`config.mk`:
```
export PLATFORM = sky130hd
export DESIGN_NAME = seq_det_ctrl
export DESIGN_NICKNAME = d
export VERILOG_FILES = /design/src/rtl/seq_det_pkg.sv /design/src/rtl/seq_det_core.sv /design/src/rtl/seq_det_ctrl.sv
export SDC_FILE = /design/constraint.sdc
export NUM_CORES = 1
export LEC_CHECK = 0
export ABC_AREA = 1
export CAP_MARGIN = 40
export CORE_ASPECT_RATIO = 1.2
export CORE_MARGIN = 10
export CORE_UTILIZATION = 56
export CTS_CLUSTER_DIAMETER = 40
export DETAILED_ROUTE_END_ITERATION = 7
export PLACE_DENSITY_LB_ADDON = 0.05
export RECOVER_POWER = 50
export SYNTH_ARGS = -nofsm -noshare
export SYNTH_HDL_FRONTEND = slang
export SYNTH_HIERARCHICAL = 1
export SYNTH_SLANG_ARGS = --single-unit
export TNS_END_PERCENT = 20
```
`constraint.sdc`:
```
create_clock -name clk -period 5.6 [get_ports clk]
set_clock_uncertainty 0.15 [all_clocks]
set_input_delay 1.12 -clock clk [delete_from_list [all_inputs] [get_ports clk]]
set_output_delay 1.12 -clock clk [all_outputs]
set_load 0.005 [all_outputs]
```
`src/rtl/seq_det_pkg.sv`:
```
// Shared constants and state encoding for the word-to-serial sequence detector.
package seq_det_pkg;

  localparam int                    WORD_W_DEF  = 5;
  localparam logic [WORD_W_DEF-1:0] PATTERN_DEF = 5'b00110;
  localparam int                    CNT_W_DEF   = 8;
  localparam int                    HITS_W_DEF  = $clog2(WORD_W_DEF + 1);

  typedef logic [1:0] state_t;
  localparam state_t S_IDLE  = 2'd0;
  localparam state_t S_SHIFT = 2'd1;
  localparam state_t S_DONE  = 2'd2;

  function automatic int hits_w(input int word_w);
    return $clog2(word_w + 1);
  endfunction

endpackage

```
`src/rtl/seq_det_core.sv`:
```
// Serial Mealy pattern detector: shift history of the last WORD_W-1 bits plus a
// fill counter so no match is reported before a full window has been seen.
module seq_det_core
  import seq_det_pkg::*;
#(
  parameter int                WORD_W  = WORD_W_DEF,
  parameter logic [WORD_W-1:0] PATTERN = PATTERN_DEF
) (
  input  logic clk,
  input  logic rst,
  input  logic sbit,
  input  logic valid,
  input  logic flush,
  output logic det
);

  localparam int                FILL_W   = $clog2(WORD_W);
  localparam logic [FILL_W-1:0] FILL_MAX = FILL_W'(WORD_W - 1);

  logic [WORD_W-2:0] hist;
  logic [FILL_W-1:0] fill;

  always_ff @(posedge clk) begin
    if (rst || flush) begin
      hist <= '0;
      fill <= '0;
    end else if (valid) begin
      hist <= {hist[WORD_W-3:0], sbit};
      if (fill != FILL_MAX) fill <= fill + 1'b1;
    end
  end

  // Oldest history bit lines up with PATTERN's MSB, the current bit with its LSB.
  assign det = valid && (fill == FILL_MAX) && ({hist, sbit} == PATTERN);

endmodule

```
`src/rtl/seq_det_ctrl.sv`:
```
// Word-to-serial sequencer feeding seq_det_core; counts hits per word and overall.
// Define FLUSH_ON_WORD_EN to clear detector history on every accepted word.
module seq_det_ctrl
  import seq_det_pkg::*;
#(
  parameter int                WORD_W  = WORD_W_DEF,
  parameter logic [WORD_W-1:0] PATTERN = PATTERN_DEF,
  parameter int                CNT_W   = CNT_W_DEF
) (
  input  logic                         clk,
  input  logic                         rst,
  input  logic                         in_valid,
  input  logic [WORD_W-1:0]            in_data,
  output logic                         in_ready,
  input  logic                         clear_cnt,
  output logic                         ser_bit,
  output logic                         ser_valid,
  output logic                         det,
  output logic                         word_done,
  output logic [$clog2(WORD_W+1)-1:0]  word_hits,
  output logic [CNT_W-1:0]             hit_count,
  output logic                         busy
);

  localparam int               HW      = $clog2(WORD_W + 1);
  localparam int               IDX_W   = $clog2(WORD_W);
  localparam logic [IDX_W-1:0] IDX_MAX = IDX_W'(WORD_W - 1);

  state_t            state;
  logic [IDX_W-1:0]  idx;
  logic [WORD_W-1:0] word;
  logic [HW-1:0]     whits;
  logic              accept;
  logic              flush;

  assign accept    = (state == S_IDLE) && in_valid;
  assign in_ready  = (state == S_IDLE);
  assign busy      = (state != S_IDLE);
  assign ser_valid = (state == S_SHIFT);
  assign ser_bit   = ser_valid & word[idx];
  assign word_done = (state == S_DONE);
  assign word_hits = word_done ? whits : '0;

`ifdef FLUSH_ON_WORD_EN
  assign flush = accept;
`else
  assign flush = 1'b0;
`endif

  seq_det_core #(.WORD_W(WORD_W), .PATTERN(PATTERN)) u_core (
    .clk   (clk),
    .rst   (rst),
    .sbit  (ser_bit),
    .valid (ser_valid),
    .flush (flush),
    .det   (det)
  );

  always_ff @(posedge clk) begin
    if (rst) begin
      state <= S_IDLE;
      idx   <= '0;
      word  <= '0;
      whits <= '0;
    end else begin
      case (state)
        S_IDLE: if (accept) begin
          word  <= in_data;
          idx   <= '0;
          whits <= '0;
          state <= S_SHIFT;
        end
        S_SHIFT: begin
          idx <= idx + 1'b1;
          if (det) whits <= whits + 1'b1;
          if (idx == IDX_MAX) state <= S_DONE;
        end
        S_DONE:  state <= S_IDLE;
        default: state <= S_IDLE;
      endcase
    end
  end

  // Clear beats a coincident hit; the per-word count above still sees it.
  always_ff @(posedge clk) begin
    if (rst || clear_cnt)                hit_count <= '0;
    else if (det && (hit_count != '1))   hit_count <= hit_count + 1'b1;
  end

endmodule

```
==> impl_metrics.toml, run 1 <==
[yosys]
ys.flop_type = "dfxtp_1"
syn-instance-count = 211
ys.warnings.count = 6
ys_seq_area_share_pct = 37.62
yosysMostFrequentCell = "nand2_1"
ys_types = 25
avgSynthCellArea_um2 = 7.062
synthArstFlopShare_pct = 0
synth_fp_nets = 226
yosys-top-cells-area = "dfxtp_1 (38%), nand2_1 (9.3%), nor2_1 (8.8%)"
synth_top_cell_by_area = "dfxtp_1"
synth_edf_count = 0
ys_top_cells_by_count = "nand2_1 (37), nor2_1 (35), inv_1 (30)"
ys_ff_latch = 28
syn-cell-area_um2 = 1490
netlist.area_leader.share_pct = 37.62

[timing]
max_slew_margin_pct = 45.77
finalCriticalPeriod_ps = 3900
fin_tns_setup_ps = 0
hold_viol = 0
max_freq_mhz = 256.4
finalCritPeriodShare_pct = 69.64
tightest_slew_ps = 810.5
setup_viol = 0
slew_viol_final = 0
grt_setup_unrepaired = "no"

[floorplanning]
die_y_um = 76.51
start_util_pct = 58.38
pin_count = 26
dieWidth_um = 67.09
core_um2 = 2552
row_count = 20
design.die.area_um2 = 5133

[power]
p_sw_share_pct = 24.93
p_sw_mw = 0.08771
pwr-share-comb_pct = 12.8
p_per_area_nw_per_um2 = 199.7
pwr-share-seq_pct = 59.6
p_clk_share_pct = 27.6
finalPower_mw = 0.3518
p_leak_nw = 0.7141
internal_power_mw = 0.2641
ir_drop_mv = 0.1827

[final_layout]
n_antenna_cell = 0
multi_input_area_um2 = 745.7
nNetsFinal = 253
area_growth_pct = 18.22
nFillCells = 222
seq_area_um2 = 560.5
drive_above_1_share_pct = 8.017

[critical_path]
cp.required_ps = 4330
arrival_ps = 2630
r2r_end = "hit_count[3]$_SDFFE_PP0P_"
endpoint_kind = "output pin"
reg2reg_from = "idx[0]$_SDFFE_PP0P_"
worstPathMaxFanout = 12
r2r_setup_slack_ps = 3090
cp-start-kind = "flop"
r2r_cells = 13
critical_path_class = "reg -> out"

[global_route]
antenna_found_initial = 0
grt_max_degree = 19
grt-ovfl-total = 0
grt_pass1_wl_um = 5540
grt_pass1_vias = 1337
grt_util_all_layers_pct = 12.88

[worst_hold_path]
hold_depth = 2
hold_start = "word[1]$_SDFFE_PP0P_"
hold_end = "word[1]$_SDFFE_PP0P_"
hp-class = "reg -> reg"

[clocking]
root_buffer = "clkbuf_4"
clk_latency_ps = 320
clk_pin_slew_ps = 150
clkSinkCount = 28
hold_buffers = 0
clock_path_buffers = 2
h-tree-depth = 1
tritoncts = "built"
post-cts-setup-buffer-count = 0
cts_buffers = 3
cts_resized = 0

[placement]
dp_hpwl_um = 2396
gp_congestion = 0.8619
port_buffers = 25

[routing]
drc_errors = 0
routed_via_density = 4.959
detail-route-antenna-nets = 0
wl_per_cell_um = 11.04
first_pass_iters = 4
drtIter0Drc = 74
wirelength_um = 2982
num_vias = 1339

[flow_run]
maxCapViolations = 0

[run_status]
status = "finished, final reports clean"
==> logic make-up after synthesis <==
group	count (synthesis)	synth area share [%]
simple gates	106	34.17
other cells	1	0.2516
compound gates	33	12.34
fa+ha+maj	6	5.038
buf+inv	37	10.58
flops	28	37.62
==> worst max path at each step <==
stage	startpoint	endpoint	slack, ps	depth (start not counted)
after floorplan	state[0]$_SDFFE_PP0P_	det	3260	5
after global placement	state[0]$_SDFFE_PP0P_	det	2140	5
after detailed placement	idx[0]$_SDFFE_PP0P_	det	2080	10
after CTS	idx[0]$_SDFFE_PP0P_	det	1670	10
after global routing	idx[0]$_SDFFE_PP0P_	det	1450	10
final	idx[0]$_SDFFE_PP0P_	det	1700	10
==> state kept, by name (all words and copies together) (netlist names) <==
register	flops
word	5
idx	3
u_core/hist	4
hit_count	8
state	2
whits	3
u_core/fill	3
==> worst max-delay path, stage by stage, from the launching register on <==
cell and delay (ps):
dfxtp_1 390, nor2_1 160, nor2_1 70, nand2_1 70
nand2_1 50, nand2_1 50, a21oi_1 70, inv_1 70
nand4_1 70, nor2_1 650, clkdlybuf4s50_1 640
==> routing by layer <==
layer / up-vias / global-route usage, % / part of all wire, %
met5: - / 0 / 0
met4: 0 / 4.321 / 0.57
met3: 2 / 3.235 / 6.4
met2: 16 / 22.81 / 52
met1: 605 / 14.07 / 41
li1: 716 / - / -
==> cells in the final DEF, fill, tap and decap left out <==
| master | Yosys | final |
|---|---|---|
| a21oi_1 | 17 | 18 |
| a21oi_2 | 3 | 2 |
| a31oi_1 | 1 | 1 |
| clkbuf_4 | 0 | 3 |
| clkbuf_8 | 0 | 1 |
| clkdlybuf4s50_1 | 0 | 23 |
| conb_1 | 1 | 1 |
| dfxtp_1 | 28 | 28 |
| dlygate4sd3_1 | 0 | 2 |
| ha_1 | 6 | 6 |
| inv_1 | 30 | 32 |
| inv_2 | 4 | 2 |
| nand2_1 | 37 | 38 |
| nand2_2 | 2 | 2 |
| nand2_4 | 4 | 3 |
| nand3_1 | 14 | 14 |
| nand3_2 | 1 | 1 |
| nand3b_1 | 2 | 2 |
| nand4_1 | 2 | 2 |
| nor2_1 | 35 | 37 |
| nor2_2 | 2 | 2 |
| nor2_4 | 4 | 2 |
| nor3_1 | 2 | 2 |
| nor4_1 | 1 | 1 |
| o21ai_0 | 4 | 9 |
| o21ai_1 | 7 | 2 |
| o21bai_2 | 1 | 1 |
==> final cells by class <==
class                   count  area share (%)
inverters                  34           7.244
flip-flops and latches     28           31.82
clock buffers               4           2.060
well taps                  33           2.344
repair buffers             25           14.20
multi-input cells         146           42.33
==> power by group through the flow <==
stage	Sequential, mW	Combinational, mW	Clock, mW
after detailed placement	0.214	0.0484	0
after floorplan	0.213	0.0331	0
final	0.210	0.0449	0.0972
after CTS	0.210	0.0487	0.102
after global routing	0.211	0.0520	0.107
after global placement	0.214	0.0463	0
==> through the flow <==
stage                     cells  hold slack (ps)  setup WS, ps  instance area [um^2]  utilization [%]
after floorplan             211            279.6          3262                  1490                -
after global placement      266            310.1          2139                  1752            68.63
after detailed placement    266            302.8          2078                  1752            68.63
after CTS                   270            322.1          1675                  1788            70.05
after global routing        270            360.0          1454                  1762            69.02
final                       270            324.0          1700                  1762            69.02
Power figures use the tool's default switching activity.
==> run 2, diff against run 1 <==
--- a/config.mk
+++ b/config.mk
@@ -9,7 +9,7 @@
 export CAP_MARGIN = 40
 export CORE_ASPECT_RATIO = 1.2
 export CORE_MARGIN = 10
-export CORE_UTILIZATION = 56
+export CORE_UTILIZATION = 52
 export CTS_CLUSTER_DIAMETER = 40
 export DETAILED_ROUTE_END_ITERATION = 7
 export PLACE_DENSITY_LB_ADDON = 0.05
==> constraint.sdc (replaced) <==
create_clock -name clk -period 3.9 [get_ports clk]
set_clock_uncertainty 0.15 [all_clocks]
set_input_delay 0.78 -clock clk [delete_from_list [all_inputs] [get_ports clk]]
set_output_delay 0.78 -clock clk [all_outputs]
set_load 0.005 [all_outputs]
==> impl_metrics.toml, run 2 (same netlist as run 1, synthesis figures left out) <==
[critical_path]
arrival_ps = 2070
r2r_end = "whits[2]$_SDFFE_PP0P_"
worstPathMaxFanout = 12
r2r_setup_slack_ps = 1920
r2r_cells = 15
critical_path_class = "reg -> out"
endpoint_kind = "output pin"
cp-start-kind = "flop"
cp.required_ps = 2970
reg2reg_from = "idx[0]$_SDFFE_PP0P_"

[routing]
routed_via_density = 4.882
drc_errors = 0
detail-route-antenna-nets = 0
drtIter0Drc = 29
num_vias = 1323
wirelength_um = 3100
first_pass_iters = 4
wl_per_cell_um = 11.44

[clocking]
cts_buffers = 3
hold_buffers = 0
root_buffer = "clkbuf_4"
post-cts-setup-buffer-count = 0
clk_latency_ps = 320
cts_resized = 0
clk_pin_slew_ps = 130
clock_path_buffers = 2
tritoncts = "built"
clkSinkCount = 28
h-tree-depth = 1

[power]
p_clk_share_pct = 24.0
internal_power_mw = 0.3582
p_leak_nw = 0.6968
ir_drop_mv = 0.2517
pwr-share-seq_pct = 62.8
p_per_area_nw_per_um2 = 273.2
p_sw_share_pct = 25.19
pwr-share-comb_pct = 13.3
p_sw_mw = 0.1206

[final_layout]
finish.instance_area_um2 = 1753
area_growth_pct = 17.63
largest_register_ff_count = 8
reg_top3 = "hit_count: 8 flops, word: 5 flops, u_core/hist: 4 flops"
nNetsFinal = 254
final_cell_mix = "nand2_1 (39), nor2_1 (37), inv_1 (31)"
largest-register = "hit_count"
drive_above_1_share_pct = 8.439
n_antenna_cell = 0
mostFrequentLayoutCell = "nand2_1"

[timing]
hold_viol = 0
tightest_slew_ps = 543.5
finalCritPeriodShare_pct = 76.92
fin_tns_setup_ps = 0
max_freq_mhz = 333.3
slew_viol_final = 0
grt_setup_unrepaired = "no"
max_slew_margin_pct = 63.63
setup_viol = 0
finalCriticalPeriod_ps = 3000

[flow_run]
maxCapViolations = 0

[worst_hold_path]
hold_end = "word[1]$_SDFFE_PP0P_"
hold_depth = 2
hp-class = "reg -> reg"
hold_start = "word[1]$_SDFFE_PP0P_"

[global_route]
grt-ovfl-total = 0
grt_pass1_vias = 1246
grt_max_degree = 19
grt_pass1_wl_um = 5409
antenna_found_initial = 0
grt_util_all_layers_pct = 12.13

[floorplanning]
core_um2 = 2759
die_y_um = 78.64
dieWidth_um = 68.87
pin_count = 26
row_count = 21
start_util_pct = 54.01
design.die.area_um2 = 5416

[placement]
port_buffers = 25
gp_congestion = 0.8678
dpl-instance-area_um2 = 1760
dp_hpwl_um = 2387

[run_status]
status = "finished, final reports clean"
## run 2: routing by layer
metal	GRT usage, %	up-vias	share of wire (%)
met5	0	-	0
met2	21.43	13	52
li1	-	713	-
met1	14.03	595	41
met3	2.699	2	6.0
met4	2.964	0	0.45
## run 2: area by class of cell
type / instances / area, um^2
Timing Repair Buffer: 26 / 257.7
Clock buffer: 3 / 22.52
Tap cell: 34 / 42.54
Fill cell: 278 / 1006
Multi-Input combinational cell: 146 / 742.0
Inverter: 34 / 127.6
Sequential cell: 28 / 560.5
## run 2: worst max-delay path, stage by stage, from the launching register on
cell and delay (ps):
dfxtp_1 380, nor2_1 140, nor2_1 60, nand2_1 50
nand2_1 50, nand2_1 50, a21oi_1 70, inv_1 70
nand4_1 70, nor2_1 120, buf_4 190, clkdlybuf4s50_1 520
## run 2: worst max-delay path by stage
stage                                     start  end  slack [ps]  cells after the start
after floorplan           state[0]$_SDFFE_PP0P_  det        1900                      5
after global placement    state[0]$_SDFFE_PP0P_  det        1220                      6
after detailed placement  state[0]$_SDFFE_PP0P_  det        1190                      6
after CTS                 state[0]$_SDFFE_PP0P_  det         810                      6
after global routing        idx[0]$_SDFFE_PP0P_  det         700                     11
final                       idx[0]$_SDFFE_PP0P_  det         900                     11
## run 2: power groups by stage
| stage | combinational [mW] | sequential, mW | clock [mW] |
|---|---|---|---|
| 4_1_cts | 0.0701 | 0.301 | 0.121 |
| 3_3_place_gp | 0.0667 | 0.307 | 0 |
| 3_5_place_dp | 0.0694 | 0.307 | 0 |
| 6_report | 0.0635 | 0.301 | 0.115 |
| 2_1_floorplan | 0.0476 | 0.306 | 0 |
| 5_1_grt | 0.0727 | 0.302 | 0.131 |
## run 2: through the flow
stage | cells | hold WS, ps | setup slack [ps] | power [mW] | util (%)
final | 271 | 325.7 | 900.0 | 0.4789 | 63.54
after global routing | 271 | 353.0 | 695.7 | 0.5053 | 63.54
after CTS | 271 | 327.7 | 808.5 | 0.4913 | 64.63
after detailed placement | 268 | 309.2 | 1194 | 0.3763 | 63.81
after global placement | 268 | 308.9 | 1224 | 0.3734 | 63.81
after floorplan | 211 | 279.6 | 1902 | 0.3532 | -
